$ cat src/rtl/paddle_loc_pkg.sv
// Shared types and default geometry for per-frame paddle localisation stages.
package paddle_loc_pkg;

   localparam int unsigned DEF_WIDTH  = 640;
   localparam int unsigned DEF_HEIGHT = 480;
   localparam int unsigned DEF_X_W    = 10;
   localparam int unsigned DEF_Y_W    = 9;
   localparam int unsigned DEF_CNT_W  = 19;

   typedef struct packed {
      logic [DEF_X_W-1:0]   xmin;
      logic [DEF_X_W-1:0]   xmax;
      logic [DEF_Y_W-1:0]   ymin;
      logic [DEF_Y_W-1:0]   ymax;
      logic [DEF_CNT_W-1:0] cnt;
   } bbox_t;

   typedef enum logic {
      ACCUM   = 1'b0,
      PUBLISH = 1'b1
   } state_t;

   // Empty box: min fields at all-ones so the first set pixel always wins.
   localparam bbox_t BBOX_EMPTY = '{xmin: '1, xmax: '0, ymin: '1, ymax: '0, cnt: '0};

endpackage

$ cat src/rtl/paddle_bbox_tracker_raster_pos_counter.sv
// Raster column/row counter with enable, synchronous clear and last-pixel flag.
// col_c/row_c give the position of the pixel presented this cycle (sync already applied).
module raster_pos_counter
   import paddle_loc_pkg::*;
#(
   parameter int unsigned WIDTH  = DEF_WIDTH,
   parameter int unsigned HEIGHT = DEF_HEIGHT,
   parameter int unsigned X_W    = DEF_X_W,
   parameter int unsigned Y_W    = DEF_Y_W
) (
   input  logic           clk,
   input  logic           reset_n,
   input  logic           en,
   input  logic           sync,
   output logic [X_W-1:0] col_c,
   output logic [Y_W-1:0] row_c,
   output logic           last_c
);

   localparam logic [X_W-1:0] COL_LAST = X_W'(WIDTH - 1);
   localparam logic [Y_W-1:0] ROW_LAST = Y_W'(HEIGHT - 1);

   logic [X_W-1:0] col_q;
   logic [Y_W-1:0] row_q;

   assign col_c  = sync ? '0 : col_q;
   assign row_c  = sync ? '0 : row_q;
   assign last_c = en && !sync && (col_c == COL_LAST) && (row_c == ROW_LAST);

   always_ff @(posedge clk or negedge reset_n) begin
      if (!reset_n) begin
         col_q <= '0;
         row_q <= '0;
      end else if (en) begin
         if (col_c == COL_LAST) begin
            col_q <= '0;
            row_q <= (row_c == ROW_LAST) ? '0 : row_c + Y_W'(1);
         end else begin
            col_q <= col_c + X_W'(1);
            row_q <= row_c;
         end
      end else if (sync) begin
         col_q <= '0;
         row_q <= '0;
      end
   end

endmodule

$ cat src/rtl/paddle_bbox_tracker.sv
// Per-frame bounding box / centre / pixel count of the merged paddle mask.
// Optional PADDLE_ROI_EN restricts accumulation to a rectangular region of interest.
module paddle_bbox_tracker
   import paddle_loc_pkg::*;
#(
   parameter int unsigned WIDTH      = DEF_WIDTH,
   parameter int unsigned HEIGHT     = DEF_HEIGHT,
   parameter int unsigned X_W        = DEF_X_W,
   parameter int unsigned Y_W        = DEF_Y_W,
   parameter int unsigned CNT_W      = DEF_CNT_W,
   parameter int unsigned MIN_PIXELS = 64
) (
   input  logic             clk,
   input  logic             reset_n,
   input  logic             in_valid,
   input  logic             in_pixel,
   input  logic             frame_sync,
`ifdef PADDLE_ROI_EN
   input  logic [X_W-1:0]   roi_x0,
   input  logic [X_W-1:0]   roi_x1,
   input  logic [Y_W-1:0]   roi_y0,
   input  logic [Y_W-1:0]   roi_y1,
`endif
   output logic             res_valid,
   output logic             found,
   output logic [X_W-1:0]   x_min,
   output logic [X_W-1:0]   x_max,
   output logic [Y_W-1:0]   y_min,
   output logic [Y_W-1:0]   y_max,
   output logic [X_W-1:0]   x_ctr,
   output logic [Y_W-1:0]   y_ctr,
   output logic [CNT_W-1:0] pix_count
);

   localparam int unsigned XS_W = DEF_X_W + 1;
   localparam int unsigned YS_W = DEF_Y_W + 1;

   logic [X_W-1:0]  col_c;
   logic [Y_W-1:0]  row_c;
   logic            last_c;
   logic            roi_ok_c;
   logic            hit_c;
   logic            found_c;
   logic [XS_W-1:0] x_sum_c;
   logic [YS_W-1:0] y_sum_c;
   bbox_t           acc_q;
   bbox_t           acc_nxt_c;
   state_t          state;

   raster_pos_counter #(
      .WIDTH  (WIDTH),
      .HEIGHT (HEIGHT),
      .X_W    (X_W),
      .Y_W    (Y_W)
   ) u_pos (
      .clk     (clk),
      .reset_n (reset_n),
      .en      (in_valid),
      .sync    (frame_sync),
      .col_c   (col_c),
      .row_c   (row_c),
      .last_c  (last_c)
   );

`ifdef PADDLE_ROI_EN
   assign roi_ok_c = (col_c >= roi_x0) && (col_c <= roi_x1) &&
                     (row_c >= roi_y0) && (row_c <= roi_y1);
`else
   assign roi_ok_c = 1'b1;
`endif

   assign hit_c = in_valid && in_pixel && roi_ok_c;

   // Accumulator update; frame_sync restarts from empty with this cycle's pixel at (0,0).
   always_comb begin
      acc_nxt_c = frame_sync ? BBOX_EMPTY : acc_q;
      if (hit_c) begin
         if (DEF_X_W'(col_c) < acc_nxt_c.xmin) acc_nxt_c.xmin = DEF_X_W'(col_c);
         if (DEF_X_W'(col_c) > acc_nxt_c.xmax) acc_nxt_c.xmax = DEF_X_W'(col_c);
         if (DEF_Y_W'(row_c) < acc_nxt_c.ymin) acc_nxt_c.ymin = DEF_Y_W'(row_c);
         if (DEF_Y_W'(row_c) > acc_nxt_c.ymax) acc_nxt_c.ymax = DEF_Y_W'(row_c);
         if (acc_nxt_c.cnt != '1) acc_nxt_c.cnt = acc_nxt_c.cnt + DEF_CNT_W'(1);
      end
   end

   assign x_sum_c = XS_W'(acc_nxt_c.xmin) + XS_W'(acc_nxt_c.xmax);
   assign y_sum_c = YS_W'(acc_nxt_c.ymin) + YS_W'(acc_nxt_c.ymax);
   assign found_c = 32'(acc_nxt_c.cnt) >= MIN_PIXELS;

   // Output registers double as the publish snapshot, so res_valid lands the cycle after the last pixel.
   always_ff @(posedge clk or negedge reset_n) begin
      if (!reset_n) begin
         state     <= ACCUM;
         acc_q     <= BBOX_EMPTY;
         res_valid <= 1'b0;
         found     <= 1'b0;
         x_min     <= '0;
         x_max     <= '0;
         y_min     <= '0;
         y_max     <= '0;
         x_ctr     <= '0;
         y_ctr     <= '0;
         pix_count <= '0;
      end else begin
         if (state == PUBLISH) res_valid <= 1'b0;
         if (last_c) begin
            state     <= PUBLISH;
            acc_q     <= BBOX_EMPTY;
            res_valid <= 1'b1;
            found     <= found_c;
            pix_count <= CNT_W'(acc_nxt_c.cnt);
            if (found_c) begin
               x_min <= X_W'(acc_nxt_c.xmin);
               x_max <= X_W'(acc_nxt_c.xmax);
               y_min <= Y_W'(acc_nxt_c.ymin);
               y_max <= Y_W'(acc_nxt_c.ymax);
               x_ctr <= X_W'(x_sum_c >> 1);
               y_ctr <= Y_W'(y_sum_c >> 1);
            end
         end else begin
            state <= ACCUM;
            acc_q <= acc_nxt_c;
         end
      end
   end

endmodule
$ cat config.mk
export PLATFORM = sky130hd
export DESIGN_NAME = paddle_bbox_tracker
export DESIGN_NICKNAME = d
export VERILOG_FILES = /design/src/rtl/paddle_loc_pkg.sv /design/src/rtl/paddle_bbox_tracker_raster_pos_counter.sv /design/src/rtl/paddle_bbox_tracker.sv
export SDC_FILE = /design/constraint.sdc
export NUM_CORES = 1
export LEC_CHECK = 0
export CORE_MARGIN = 2
export CORE_UTILIZATION = 45
export DETAILED_ROUTE_END_ITERATION = 6
export HOLD_SLACK_MARGIN = 0.1
export PLACE_DENSITY = 0.76
export SYNTH_ARGS = -nofsm -noshare
export SYNTH_HDL_FRONTEND = slang
export SYNTH_SLANG_ARGS = --single-unit
$ cat constraint.sdc
create_clock -name clk -period 8.8 [get_ports clk]
set_clock_uncertainty 0.05 [all_clocks]
set_input_delay 0.88 -clock clk [delete_from_list [all_inputs] [get_ports clk]]
set_output_delay 0.88 -clock clk [all_outputs]
set_load 0.01 [all_outputs]
[After elaboration in Yosys (flattened, before gate mapping)]
Index checks and enable logic that the tools add are counted.
Word-level totals
  bits in registers: 155
  input bits: 5
  output and inout bits: 78
  logic and storage cells: 55
Operators by class
  $add $sub $neg: 5
  order comparisons: 5
  eq/ne operators: 3
  multiplexer cells: 18
  reductions and logical operators: 7
Operator list (count)
  two-way mux 57 bit: 3
  two-way mux 9 bit: 6
  two-way mux 10 bit: 5
  adder 19 x 1 -> 19 bit (second input constant): 1
  greater-or-equal comparator 19 x 7 -> 1 bit (second input constant): 1
  two-way mux 19 bit: 1
  != test 19 bit (second input constant): 1
  adder 10 x 10 -> 11 bit: 1
  adder 10 x 1 -> 10 bit (second input constant): 1
  adder 9 x 9 -> 10 bit: 1
  equality test 10 bit (second input constant): 1
  greater-than comparator 10 bit: 1
  < comparator 10 bit: 1
  adder 9 x 1 -> 9 bit (second input constant): 1
  equality test 9 bit (second input constant): 1
  greater-than comparator 9 bit: 1
  < comparator 9 bit: 1
  logical AND 1 bit: 4
  two-way mux 1 bit: 3
  AND reduction 2 bit: 1
  nonzero test 2 bit: 1
  logical NOT 1 bit: 1

[Logic depth before layout (Yosys ltp)]
  word-level depth: 6
  depth in mapped cells: 26

[Modules after synthesis]
From an unflattened synthesis, not the netlist that was laid out.
Unflattened totals
  cells, all modules: 918
  area, all modules: 8660.8 µm²
By module, submodules not included
  paddle_bbox_tracker: times used 1, cells each 796, area each 7552.2 µm², seq. area each 3427.0 µm²
  raster_pos_counter: times used 1, cells each 122, area each 1108.6 µm², seq. area each 475.5 µm²

[Least setup slack after synthesis]
OpenSTA, ideal clock, no wires.
  kind: input to register
  start: input frame_sync
  end: register x_ctr[9]
  arrival time: 5.399 ns
  required time: 8.614 ns
  path slack: 3.215 ns
  stages on the path: 23
  path buffers: 7
  cell sequence: buf_4 -> buf_6 -> buf_2 -> clkbuf_1 -> clkbuf_1 -> nor2b_1 -> ha_1 -> and4_1 -> o211ai_1 -> o31a_1 -> o21a_1 -> buf_2 -> buf_1 -> a21oi_1 -> inv_1 -> fa_1 -> a21oi_1 -> a21oi_1 -> o31ai_1 -> a311oi_1 -> a31o_1 -> a2111oi_0 -> nor3_1
RTL lines
  start, declared: line paddle_bbox_tracker.sv:17  | input logic frame_sync,
  end signal, assigned: line paddle_bbox_tracker.sv:117  | x_ctr <= X_W'(x_sum_c >> 1);
  end, declared: line paddle_bbox_tracker.sv:30  | output logic [X_W-1:0] x_ctr,

==> results.md <==
Run status:
- The flow ran to the end, and the final reports show no timing, DRC or antenna violations.

Synthesis:
- The commonest cells after synthesis are 159 x nand2_1, 136 x dfrtp_1, 97 x nor2_1, 54 x o21ai_0, 52 x inv_1.
- Yosys mapped the design onto 73 distinct sky130hd cell types.
- The synthesized design spends more area on one cell type than any other, namely dfrtp_1.
- In the synthesized netlist the async set-or-reset flop fraction comes to 100%.
- Synthesis inferred 155 register bits.
- After synthesis the cells add up to 8590 µm².
- By instance count, the leading cell after synthesis is nand2_1.
- Synthesis produced a netlist whose cell count is 957.
- The synthesized net count is 1015.
- The area share of the largest cell type after synthesis is 39.6%.
- Of the synthesized area, sequential elements account for 45.4%.
- During synthesis, Yosys emitted a total of 0 warnings.
- The flip-flop cell with the highest count after synthesis is dfrtp_1.
- The synthesized design contains 0 enable-type register cells.
- A synthesized cell averages 8.98 µm².
- By area the synthesized netlist is led by dfrtp_1 40%, ha_1 7.4%, nand2_1 6.9%.

Critical path:
- The startpoint identified for the worst register-to-register timing path is u_pos.col_q[8]$_DFF_PN0_.
- The biggest fanout along the worst timing path is 73.
- The slack of the worst reg-to-reg path is 3.90 ns.
- In this run the critical register-to-register path is captured at x_ctr[9]$_DFFE_PN0P_.
- At the worst endpoint, the required time is 9.05 ns.
- The library cell appearing most often on the critical path is a21oi_1.
- The worst path arrival time is 6.01 ns.
- Counting cells, the worst reg-to-reg path comes to 17.
- For this run, the slowest stage of the critical path takes 0.65 ns.
- The worst setup path is captured at a flip-flop.
- The critical path goes through buf_2, buf_4, nor2b_1, ha_1, and4_1, o211ai_1, o31ai_2, o21a_1, nor2_1, a21oi_1, inv_1, fa_1, a21oi_1, a21oi_1, o31ai_1, a311oi_1, a31o_1, a2111oi_0, nor3_1.
- The worst setup path is launched from a primary input.
- The critical path is of the primary input to flip-flop type.
- The cell with the largest stage delay on the worst path is o21a_1.

STA:
- The post-layout minimum cycle time is 5.76 ns.
- Setup repair after global routing left no endpoint under its margin.
- The final count of negative-setup-slack endpoints is 0.
- The final-report hold violation count is 0.
- Across all hold checks on the routed design, the worst slack comes to 0.381 ns.
- The maximum clock rate is 174 MHz.
- Setup total negative slack on the finished layout was measured at 0 ns.
- Dividing the final minimum period by the clock period gives 65.4%.
- The worst relative slew slack is 40.9%.
- At the pin with the least slew margin, the transition time is 0.887 ns.
- The max-slew violation count came to 0.

Pwr:
- VDD sags by at most 0.137 mV.
- Summed over all cells, the static leakage comes to 4.77 nW.
- The total power of the final layout is 1.55 mW.
- The total power density per cell area is 153 nW/µm².

CTS:
- TritonCTS built the clock tree.
- The number of gates resized after CTS is 0.
- The clock transition at the registers of the reported paths is 0.07 ns.
- The sink count of the clock tree is 155.
- The tree is rooted in a clkbuf_16.
- The maximum number of buffers from clock root to sink is 2.
- Clock tree synthesis inserted a total of 17 buffers.
- The clock reaches the later pin of the worst-skew pair after 0.43 ns.
- The hold-fix buffer count after cts is 0.
- Post-CTS timing repair inserted 0 buffers for setup.
- The deepest level of the CTS H-tree is 4.

GRT:
- The first global-routing pass estimated 34300 µm of wire.
- The number of global-route vias before repair is 6924.
- Global routing used 21.4% of the available tracks.
- The number of antenna violations at the first check in global routing was 0.
- The total congestion overflow after global routing is 0.
- The maximum number of pins on one net before global-route repair is 116.

Route:
- Before antenna repair, the detailed router went through 5 iterations.
- For this block, the initial DRC count from the detailed router was 532.
- For this run, design rule violations remaining after detail routing come to 0.
- The average via count per standard cell is 5.51.
- The routed layout has 6927 vias.
- Dividing the detail-routed wire length by the instance count gives 16.3 µm.
- The total wirelength of the detailed-routed design is 20500 µm.
- Once detail routing completed, the nets flagged for antenna violations numbered 0.

Worst hold path:
- The type of the tightest min-delay check is flip-flop to flip-flop.
- The path with the worst hold slack has its endpoint at res_valid$_DFFE_PN0P_.
- The number of cells on the worst hold path is 1.
- The beginning of the worst hold path is state$_DFF_PN0_.

Floorplanning:
- Measured along the y axis, the die boundary spans 142 µm.
- The I/O pin count is 83.
- The floorplan die area is 20200 µm².
- The initial cell density of the core is 45.9%.
- The core region is 18700 µm².
- The floorplan has 50 rows.
- The width of the die is 142 µm.

Layout:
- The number of diodes added for antenna fixing is 0.
- Once layout is complete, the utilization of the core stands at 53.9%.
- At the end of the flow, the number of nets in the layout was 1069.
- The fraction of final layout cells with drive strength greater than 1 is 7.32%.
- Excluding fillers, the count of instances in the completed layout stands at 1258.
- Relative to the synthesized area, the layout overhead comes to 17.4%.

Job:
- Across the run, the number of max-cap violations was 0.

Placement:
- Input and output buffers added on the ports amount to 82.
- The congestion estimate from routability-driven global placement came to 0.883.
- Once placement completed, the tool counted placed cells totaling 1226.
- The detailed-placement wirelength estimate is 14000 µm.
## worst max-delay path by stage
stage | start | to | cells after the start
6_report | frame_sync | x_ctr[9]$_DFFE_PN0P_ | 19
3_3_place_gp | frame_sync | x_ctr[9]$_DFFE_PN0P_ | 19
4_1_cts | frame_sync | x_ctr[9]$_DFFE_PN0P_ | 19
3_5_place_dp | frame_sync | x_ctr[9]$_DFFE_PN0P_ | 19
2_1_floorplan | frame_sync | x_ctr[9]$_DFFE_PN0P_ | 23
5_1_grt | frame_sync | x_ctr[9]$_DFFE_PN0P_ | 18
## sequential cells by signal, indices dropped and copies added (netlist names)
signal	flops
found	1
y_min	9
x_min	10
res_valid	1
y_ctr	9
acc_q	57
u_pos.row_q	9
pix_count	19
u_pos.col_q	10
x_ctr	10
x_max	10
state	1
y_max	9
## area by class of cell
cell class,instances,area (µm²)
fillers,1657,8620
clock inverters,15,140
well taps,234,293
inverters,54,203
flip-flops and latches,155,3900
multi-input cells,695,4240
clock buffers,17,425
repair buffers,88,875
## per-stage QoR
stage / setup WS, ns / cell area, µm²
finish: 3.04 / 10100
global route: 2.64 / 10100
CTS: 3.20 / 10100
detailed placement: 2.73 / 9520
global placement: 2.89 / 9520
floorplan: 3.22 / 8590
## worst max-delay path: cells and delay by family
| kind | cells | cell delay (ns) |
|---|---|---|
| AOI/OAI and AO/OA | 10 | 2.64 |
| and+or+nand+nor | 4 | 0.74 |
| adders and majority gates | 2 | 0.85 |
| buffers and inverters | 3 | 0.82 |
## layout by cell type, fill, tap and decap left out, types with 29 or more instances in the layout
cell type | synthesis | layout
a21oi_1 | 43 | 43
clkdlybuf4s50_1 | 0 | 80
dfrtp_1 | 136 | 136
ha_1 | 51 | 51
inv_1 | 52 | 52
nand2_1 | 159 | 159
nor2_1 | 97 | 97
o21ai_0 | 54 | 54
o21ai_1 | 49 | 49
xnor2_1 | 29 | 29
## logic make-up (layout without fill, tap and decap cells)
| family | after synthesis | in the layout | share of synthesized area, % |
|---|---|---|---|
| xor+xnor | 41 | 41 | 4.18 |
| buf+inv | 107 | 174 | 5.27 |
| compound gates | 218 | 218 | 16.0 |
| fa+ha+maj | 53 | 53 | 7.90 |
| mux | 10 | 10 | 1.22 |
| simple gates | 373 | 373 | 20.0 |
| flops | 155 | 155 | 45.4 |
## per-layer routing
metal	vias up	part of all wire [%]	GRT usage [%]
met1	3338	45	27.0
met4	0	2.1	7.79
li1	3401	-	-
met2	152	50	36.5
met3	36	3.3	4.27
met5	-	0	0
## report_power, final
group / internal, mW / switching [mW]
Combinational: 0.0303 / 0.0717
Sequential: 0.728 / 0.00518
Clock: 0.394 / 0.317
Total: 1.15 / 0.394
No activity file was read; power rests on OpenSTA's default activity.
